[config.mk]
export PLATFORM = sky130hd
export DESIGN_NAME = lsu_ctrl_flat
export DESIGN_NICKNAME = d
export VERILOG_FILES = /design/src/rtl/lsu_if.sv /design/src/rtl/lsu_ctrl.sv /design/src/flat_wrapper.sv
export SDC_FILE = /design/constraint.sdc
export NUM_CORES = 1
export LEC_CHECK = 0
export ABC_AREA = 1
export BUFFER_PORTS_ARGS = -buffer_cell sky130_fd_sc_hd__buf_2
export CAP_MARGIN = 15
export CELL_PAD_IN_SITES_DETAIL_PLACEMENT = 0
export CELL_PAD_IN_SITES_GLOBAL_PLACEMENT = 1
export CORE_ASPECT_RATIO = 2
export CORE_MARGIN = 1.5
export CORE_UTILIZATION = 42
export CTS_BUF_LIST = sky130_fd_sc_hd__clkbuf_4 sky130_fd_sc_hd__clkbuf_8
export CTS_CLUSTER_DIAMETER = 100
export DETAILED_ROUTE_END_ITERATION = 6
export PLACE_DENSITY_LB_ADDON = 0.1
export SKIP_CTS_REPAIR_TIMING = 1
export SYNTH_ARGS = -nofsm -noshare
export SYNTH_HDL_FRONTEND = slang
export SYNTH_SLANG_ARGS = --single-unit
export TNS_END_PERCENT = 20
[constraint.sdc]
create_clock -name clk -period 6.4 [get_ports clk]
set_clock_uncertainty 0.15 [all_clocks]
set_input_delay 0.32 -clock clk [delete_from_list [all_inputs] [get_ports clk]]
set_output_delay 0.32 -clock clk [all_outputs]
set_load 0.01 [all_outputs]
[src/rtl/lsu_if.sv]
// lsu_if: pipeline-side request/response bundle of the load/store unit
interface lsu_if #(parameter int ADDR_WIDTH = 10);
  logic req_valid, req_ready, MemRead, MemWrite, done, misalign_err;
  logic [2:0] MemLen;
  logic [ADDR_WIDTH-1:0] addr;
  logic [31:0] wdata, rdata;
  modport master(output req_valid, MemRead, MemWrite, MemLen, addr, wdata,
                 input req_ready, rdata, done, misalign_err);
  modport slave(input req_valid, MemRead, MemWrite, MemLen, addr, wdata,
                output req_ready, rdata, done, misalign_err);
endinterface

[src/rtl/lsu_ctrl.sv]
// lsu_ctrl: MEM-stage load/store initiator, splits word-crossing accesses into two beats.
// Optional LSU_MISALIGN_TRAP_EN: misaligned word/half accesses trap instead of splitting.
module lsu_ctrl #(parameter int ADDR_WIDTH = 10) (
  input  logic clk,
  input  logic rst,
  lsu_if.slave req,
  output logic [ADDR_WIDTH-3:0] mem_addr,
  output logic mem_re,
  output logic mem_we,
  output logic [3:0] mem_be,
  output logic [31:0] mem_wdata,
  input  logic [31:0] mem_rdata
);
  localparam logic [2:0] IDLE = 3'd0, B0 = 3'd1, B1 = 3'd2, WAIT = 3'd3, RESP = 3'd4;
  logic [2:0] state, len_q;
  logic [1:0] o_q;
  logic [ADDR_WIDTH-3:0] idx_q;
  logic [3:0] msk, be1_q;
  logic [7:0] bef;
  logic [63:0] wd64;
  logic [31:0] wd1_q, word0_q, rdata_q, lo, sh, ext;
  logic ld_q, st_q, split_q, done_q, ready, trap, ok, ld_in, st_in;
  assign msk = (req.MemLen == 3'd0 || req.MemLen == 3'd3) ? 4'h1 :
               (req.MemLen == 3'd1 || req.MemLen == 3'd4) ? 4'h3 :
               (req.MemLen == 3'd2) ? 4'hF : 4'h0;
  assign bef = 8'({4'b0, msk} << req.addr[1:0]);
  assign wd64 = {32'b0, req.wdata} << {req.addr[1:0], 3'b0};
`ifdef LSU_MISALIGN_TRAP_EN
  logic trap_q, err_q;
  assign trap = (req.MemWrite || req.MemRead) &&
                ((req.MemLen == 3'd2 && req.addr[1:0] != 2'd0) ||
                 ((req.MemLen == 3'd1 || req.MemLen == 3'd4) && req.addr[0]));
  assign req.misalign_err = err_q;
`else
  assign trap = 1'b0;
  assign req.misalign_err = 1'b0;
`endif
  assign ok = msk != 4'h0 && (req.MemWrite || req.MemRead) && !trap;
  assign st_in = req.MemWrite && ok;
  assign ld_in = !req.MemWrite && req.MemRead && ok;
  assign ready = state == IDLE || state == RESP;
  assign req.req_ready = ready;
  assign req.rdata = rdata_q;
  assign req.done = done_q;
  // In WAIT the RAM output holds the last word; word0 was captured earlier only for splits
  assign lo = split_q ? word0_q : mem_rdata;
  assign sh = 32'({mem_rdata, lo} >> {o_q, 3'b0});
  assign ext = len_q == 3'd0 ? {{24{sh[7]}}, sh[7:0]} :
               len_q == 3'd1 ? {{16{sh[15]}}, sh[15:0]} :
               len_q == 3'd3 ? {24'b0, sh[7:0]} :
               len_q == 3'd4 ? {16'b0, sh[15:0]} : sh;
  always_ff @(posedge clk or posedge rst) begin
    if (rst) begin
      state <= IDLE;
      {len_q, o_q, idx_q, be1_q, wd1_q, word0_q, rdata_q} <= '0;
      {ld_q, st_q, split_q, done_q} <= '0;
      {mem_addr, mem_re, mem_we, mem_be, mem_wdata} <= '0;
`ifdef LSU_MISALIGN_TRAP_EN
      {trap_q, err_q} <= '0;
`endif
    end else begin
      done_q <= 1'b0;
`ifdef LSU_MISALIGN_TRAP_EN
      err_q <= 1'b0;
`endif
      if (ready && req.req_valid) begin
        state <= B0;
        st_q <= st_in;
        ld_q <= ld_in;
        split_q <= ok && |bef[7:4];
        len_q <= req.MemLen;
        o_q <= req.addr[1:0];
        idx_q <= req.addr[ADDR_WIDTH-1:2];
        be1_q <= bef[7:4];
        wd1_q <= wd64[63:32];
        mem_addr <= req.addr[ADDR_WIDTH-1:2];
        mem_we <= st_in;
        mem_re <= ld_in;
        mem_be <= ok ? bef[3:0] : 4'h0;
        mem_wdata <= wd64[31:0];
`ifdef LSU_MISALIGN_TRAP_EN
        trap_q <= trap;
`endif
      end else if (state == RESP) begin
        state <= IDLE;
      end else if (state == B0 && split_q) begin
        state <= B1;
        mem_addr <= idx_q + 1'b1;
        mem_be <= be1_q;
        mem_wdata <= wd1_q;
      end else if (state == B0 || state == B1) begin
        mem_re <= 1'b0;
        mem_we <= 1'b0;
        mem_be <= 4'h0;
        state <= ld_q ? WAIT : IDLE;
        done_q <= !ld_q;
        if (state == B1) word0_q <= mem_rdata;
`ifdef LSU_MISALIGN_TRAP_EN
        err_q <= trap_q;
        if (trap_q) rdata_q <= 32'h0;
`endif
      end else if (state == WAIT) begin
        rdata_q <= ext;
        done_q <= 1'b1;
        state <= RESP;
      end
    end
  end
endmodule

[src/flat_wrapper.sv]
// flat-port wrapper written by rule: the top's interface ports become plain ports
module lsu_ctrl_flat 
#(parameter int ADDR_WIDTH = 10)
  (clk, rst, mem_addr, mem_re, mem_we, mem_be, mem_wdata, mem_rdata, req_req_valid, req_MemRead, req_MemWrite, req_MemLen, req_addr, req_wdata, req_req_ready, req_rdata, req_done, req_misalign_err);
  lsu_if #(.ADDR_WIDTH(ADDR_WIDTH)) req_i ();
  input  logic clk;
  input  logic rst;
  output logic [ADDR_WIDTH-3:0] mem_addr;
  output logic mem_re;
  output logic mem_we;
  output logic [3:0] mem_be;
  output logic [31:0] mem_wdata;
  input  logic [31:0] mem_rdata;
  input wire logic [$bits(req_i.req_valid)-1:0] req_req_valid;
  input wire logic [$bits(req_i.MemRead)-1:0] req_MemRead;
  input wire logic [$bits(req_i.MemWrite)-1:0] req_MemWrite;
  input wire logic [$bits(req_i.MemLen)-1:0] req_MemLen;
  input wire logic [$bits(req_i.addr)-1:0] req_addr;
  input wire logic [$bits(req_i.wdata)-1:0] req_wdata;
  output wire logic [$bits(req_i.req_ready)-1:0] req_req_ready;
  output wire logic [$bits(req_i.rdata)-1:0] req_rdata;
  output wire logic [$bits(req_i.done)-1:0] req_done;
  output wire logic [$bits(req_i.misalign_err)-1:0] req_misalign_err;
  assign req_i.req_valid = req_req_valid;
  assign req_i.MemRead = req_MemRead;
  assign req_i.MemWrite = req_MemWrite;
  assign req_i.MemLen = req_MemLen;
  assign req_i.addr = req_addr;
  assign req_i.wdata = req_wdata;
  assign req_req_ready = req_i.req_ready;
  assign req_rdata = req_i.rdata;
  assign req_done = req_i.done;
  assign req_misalign_err = req_i.misalign_err;
  lsu_ctrl #(.ADDR_WIDTH(ADDR_WIDTH)) u_core (.clk(clk), .rst(rst), .req(req_i), .mem_addr(mem_addr), .mem_re(mem_re), .mem_we(mem_we), .mem_be(mem_be), .mem_wdata(mem_wdata), .mem_rdata(mem_rdata));
endmodule
Yosys cells after proc, flatten, opt, wreduce, memory -nomap -nowiden --
Index checks and enable logic that the tools add are counted.
Word-level totals: register bits after elaboration 165, input bits 82, word-level logic and storage cells 100, output and inout bits 81
Cells by class: equality and inequality tests 13, $add $sub $neg 1, bitwise gates (word level) 4, shift operators 3, reduce and logical (&&, ||, !) cells 28, mux-type cells 35
Operators with widths (count):
- two-way mux 32 bit | 8
- left shift 32 x 5 -> 64 bit | 1
- right shift 64 x 5 -> 32 bit | 1
- two-way mux 4 bit | 8
- two-way mux 8 bit | 3
- equality test 3 x 2 -> 1 bit, second input constant | 5
- two-way mux 3 bit | 5
- two-way mux 1 bit | 10
- AND reduction 5 bit | 2
- equality test 3 x 1 -> 1 bit, second input constant | 3
- equality test 3 bit, second input constant | 3
- logical NOT 3 bit | 3
- adder 8 x 1 -> 8 bit, second input constant | 1
- left shift 4 x 2 -> 8 bit | 1
- logical AND 1 bit | 7
- logical OR 1 bit | 5
- nonzero test 5 bit | 1
- inverter 1 bit | 4
- AND reduction 2 bit | 2
- nonzero test 2 bit | 2
- nonzero test 4 bit | 1
- OR reduction 4 bit | 1
- AND reduction 3 bit | 1
- nonzero test 3 bit | 1
- 4 further kinds | 5

Longest topological paths before layout --
depth after elaboration 8, mapped depth 10, mapped depth without buffers 9

Worst setup path after synthesis --
Ideal clock, no wire load.
kind reg-to-reg, start register u_core.state[0], end register u_core.mem_wdata[8], setup time 0.077 ns, clock period less this slack 1.578 ns, stages on the path, launching flop included 8, path slack 4.822 ns, data arrival time 1.351 ns, required time 6.173 ns, path through dfrtp_1 > nor2_4 > nand2_4 > nor2_4 > inv_2 > buf_2 > o21a_1 > o21ai_1
On the way: cells in the longest elaborated chain, start to end 5, elaborated cells between the ends (all ways) 10
Ends and longest elaborated chain:
- start: declaration | line lsu_ctrl.sv:15 | logic [2:0] state, len_q;
- start signal: assignment | line lsu_ctrl.sv:95 | state <= ld_q ? WAIT : IDLE;
- equality test 3 bit or logical NOT 3 bit (tied branches) | line lsu_ctrl.sv:41 | assign ready = state == IDLE || state == RESP;
- logical OR 1 bit (*) | line lsu_ctrl.sv:41
- via req_req_ready | line flat_wrapper.sv:20 | output wire logic [$bits(req_i.req_ready)-1:0] req_req_ready;
- logical AND 1 bit (*) | line lsu_ctrl.sv:66 | if (ready && req.req_valid) begin
- != test 2 bit (no line) or nonzero test 2 bit (tied branches)
- AND reduction 2 bit (no line)
- end signal: assignment | line lsu_ctrl.sv:80 | mem_wdata <= wd64[31:0];
- end signal: assignment | line lsu_ctrl.sv:90 | mem_wdata <= wd1_q;
- end: declaration | line lsu_ctrl.sv:11 | output logic [31:0] mem_wdata,
Mark *: on every way through the listed nets, which the timed path passes. The rest lies on a longest branch. A chain may end at the register's enable or synchronous reset.

Worst setup path in the final report --
start register u_core.state[1], end register u_core.mem_wdata[12]
On the way: cells in the longest elaborated chain, start to end 5, elaborated cells between the ends (all ways) 10
Ends and longest elaborated chain (line):
- equality test 3 bit or logical NOT 3 bit (tied branches) | lsu_ctrl.sv:41, lsu_ctrl.sv:84
- logical OR 1 bit | lsu_ctrl.sv:41
- logical AND 1 bit | lsu_ctrl.sv:66
- != test 2 bit (no line) or nonzero test 2 bit (tied branches)
- AND reduction 2 bit (no line)
Parallel ways exist; a longest one is shown, timed or not.

==> results by stage <==
CTS:
- TritonCTS built the clock tree.
- The source-to-sink clock delay at the later pin of the worst-skew pair is between 0.4 and 0.5 ns.
- The maximum count of clock buffers along a single path is 2.
- TritonCTS created 17 clock buffers.
- The CTS root buffer is clkbuf_8.
- The number of clock sinks is around 160.
- The H-tree was split into 4 levels.
- The clock-pin slew reported for the worst setup and hold paths after clock tree synthesis is roughly 0.090 ns.

Die:
- The total I/O pin count is 163.
- For this configuration, the core starts out at a cell density of a little over two fifths.
- The die area is between 20000 and 25000 um2.
- The die is about 100 um wide.
- The area of the core region is roughly 19000 um2.
- The floorplan has a little over 70 rows.
- The y dimension of the die is around 200 um.

Final layout:
- The repair_antennas step left the layout with diodes totalling 0.
- The library cells used most frequently in the layout, excluding fill and tap cells, are nand2_1, buf_2, dfrtp_1, o21ai_0, nor2_1.
- Of the cells placed in the final design, the portion with a size suffix greater than 1 is a little under a fifth.
- Fill cells in the final layout number between 2000 and 2500.
- Leaving out fill and tap cells, the most frequent cell in the layout is nand2_1.
- The layout overhead on the synthesized area is 16.6%.
- The count of nets after finishing is about 1300.

Timing:
- The worst hold-check slack is -0.0104 ns.
- The total count of max-transition violations in the final report was 0.
- The fmax is 0.394 GHz.
- The setup TNS after final layout is 0 ns.
- For the pin with the worst max-slew slack, the measured transition is around 1.0 ns.
- The final worst-path setup slack is a little under 4 ns.
- The worst-case headroom to the max-slew limit is a little under a third.
- In the finished design, the share of the clock period the worst path needs comes to around 40%.
- The number of failing hold endpoints at the final stage is 2.
- Setup violations remaining at the end of the flow were counted as 0.
- The time the worst path needs with I/O delays and setup is approximately 2.5 ns.
- Setup repair after global routing left no endpoint under its margin.

Worst setup path:
- The critical path class is reg -> reg.
- The worst reg-to-reg path cell count is 6.
- The launch instance of the worst register-to-register path is u_core.state[1]$_DFFE_PP0P_.
- The data arrival time at the worst-slack endpoint is roughly 2.8 ns.
- For flop-to-flop paths, the worst setup slack is a little under 4 ns.
- The most critical setup path has its endpoint at u_core.mem_wdata[12]$_DFFE_PP0P_.
- The most critical setup path has its startpoint at u_core.state[1]$_DFFE_PP0P_.
- For the worst setup path, the data required time is between 6 and 7 ns.
- The sort of element at the end of the critical path is a flip-flop.
- The endpoint of the worst-slack reg-to-reg timing path is u_core.mem_wdata[12]$_DFFE_PP0P_.
- The maximum fanout count along the critical path is 50.
- The worst setup path is launched from a flip-flop.

Logic synthesis:
- In this run, distinct cell masters in the synthesized netlist total 32.
- In the post-synthesis netlist, the biggest area contributors are dfrtp_1, nand2_1, o21ai_0, nand3_1, nor2_1.
- The fraction of post-synthesis cell area in the top cell type by area is 47.6%.
- The gate count of the mapped netlist is 1073.
- The proportion of synthesized chip area in sequential cells is 47.6%.
- The largest total area in the synthesized netlist belongs to dfrtp_1.
- The register bit total from synthesis is about 160.
- A synthesized cell averages 7.64 um2.
- The number of nets in the synthesized netlist is around 1200.
- The number of warning messages in the yosys log is 0.
- After synthesis the cells add up to roughly 8000 um2.

Routing:
- After the first detailed-routing iteration, the DRC count stood at around 290.
- Dividing the detail-routed wire length by the instance count gives roughly 17 um.
- The via density per instance is 5.19.
- For this run, design rule violations remaining after detail routing come to 0.
- The count of nets left with antenna violations once routing finished came out at 0.
- Summed over all layers, the routed wires come to 25300 um.
- The routed layout has 7682 vias.
- The pre-antenna-repair detailed-routing pass consisted of 4 iterations.

Job:
- The count of maximum capacitance violations is 0.

Outcome:
- The flow ran to the end, but the final reports show violations.
- The checks that failed: hold timing.

Placed design:
- The minimum setup slack after placement is 3.85 ns.
- Routability-driven placement finished with a final weighted congestion of between 0.8 and 0.9.
- The half-perimeter wire length after detailed placement is 18500 um.
- The quantity of I/O buffers inserted on ports is about 160.

GRT:
- Entering global routing, the biggest net connects 82 pins.
- Global routing consumed, over all layers together, about a quarter of the routing resources.
- The first global-routing pass estimated about 40000 um of wire.
- The number of antenna violations at the first check in global routing came to 0.
- The final global-route overflow total is 0.
- The via count of the first global-routing pass is between 7000 and 8000.

Hold path:
- In this run the worst hold path is classified as in -> reg.

Power:
- Power spread over the standard cell area amounts to 196 nW/um2.
- The worst-case IR drop observed on VDD is approximately 110 uV.
- The leakage power total is 4.87 nW.
## cell type report
cell class | count | area, um2 | area share (%)
Clock inverter | 13 | 144 | 1.50
Timing Repair Buffer | 181 | 988 | 10.3
Tap cell | 259 | 324 | 3.39
Sequential cell | 156 | 3910 | 40.8
Inverter | 79 | 302 | 3.15
Multi-Input combinational cell | 774 | 3650 | 38.2
Clock buffer | 19 | 249 | 2.60
## synthesized netlist by cell type (all sizes together)
cell    number
nand2      356
o21a        10
clkbuf      19
a41oi        8
o211ai      25
clkinv       1
a21oi       49
nor2        80
o22a         1
o22ai        2
o221ai       9
inv         78
nand4        4
buf         45
dfrtp      156
conb         1
mux2         8
o21ai      125
xor2         1
a31oi       18
o311ai       1
ha           1
nand3       75
## sequential cells by signal, indices dropped and copies added, names as in the netlist, 2 cells and up
register	count
u_core.idx_q	8
u_core.be1_q	3
u_core.o_q	2
u_core.mem_wdata	32
u_core.state	3
u_core.word0_q	32
u_core.wd1_q	24
u_core.len_q	3
u_core.req.rdata	32
u_core.mem_addr	8
u_core.mem_be	4
## report_power, final
part / internal [mW] / total (mW) / switching, mW
combinational: 0.0444 / 0.136 / 0.0915
sequential: 0.987 / 0.988 / 0.00114
clock: 0.357 / 0.750 / 0.393
total: 1.39 / 1.87 / 0.485
## metrics by stage
stage               util (%)  instances  instance area, um2  hold slack [ns]  power (mW)
CTS                     48.9       1468                9430           -0.146        1.90
global route            49.6       1481                9560         0.000642        1.95
detailed placement      46.9       1436                9040            0.320        1.14
finish                  49.6       1481                9560          -0.0104        1.87
floorplan                  -       1073                8200            0.298        1.08
global placement        46.9       1436                9040            0.313        1.14
## how the worst min path moves through the flow
stage / startpoint / slack, ns / to / depth (start not counted)
2_1_floorplan: req_addr[3] / 0.30 / u_core.idx_q[1]$_DFFE_PP0P_ / 2
3_3_place_gp: u_core.word0_q[12]$_DFFE_PP0P_ / 0.31 / u_core.word0_q[12]$_DFFE_PP0P_ / 2
3_5_place_dp: u_core.mem_re$_DFFE_PP0P_ / 0.32 / u_core.mem_re$_DFFE_PP0P_ / 2
4_1_cts: rst / -0.15 / u_core.wd1_q[12]$_DFFE_PP0P_ / 2
5_1_grt: req_addr[9] / 0.0006 / u_core.idx_q[7]$_DFFE_PP0P_ / 2
6_report: req_addr[7] / -0.01 / u_core.idx_q[5]$_DFFE_PP0P_ / 3
## cell families (layout without fill, tap and decap cells)
family | after synthesis | count (layout) | synth area share, %
simple gates | 515 | 515 | 25.6
compound gates | 248 | 248 | 17.4
flops | 156 | 156 | 47.6
buf+inv | 143 | 292 | 7.95
mux | 8 | 8 | 1.10
fa+ha+maj | 1 | 1 | 0.153
other cells | 1 | 1 | 0.0457
xor+xnor | 1 | 1 | 0.107
## per-layer routing
metal,up-vias,track usage [%],routed length (um)
li1,3819,-,-
met5,-,0,0
met2,199,48.2,14100
met4,0,12.4,1110
met1,3615,26.5,9090
met3,49,4.21,960
## critical path, cell delays in order, from the launching register on
cell	delay, ns
dfrtp_1	0.46
nor2_4	0.15
nand2_4	0.32
nor2_4	0.53
inv_2	0.37
o21a_1	0.26
o21ai_0	0.16
Note: power is estimated with default switching activity, not from simulation.
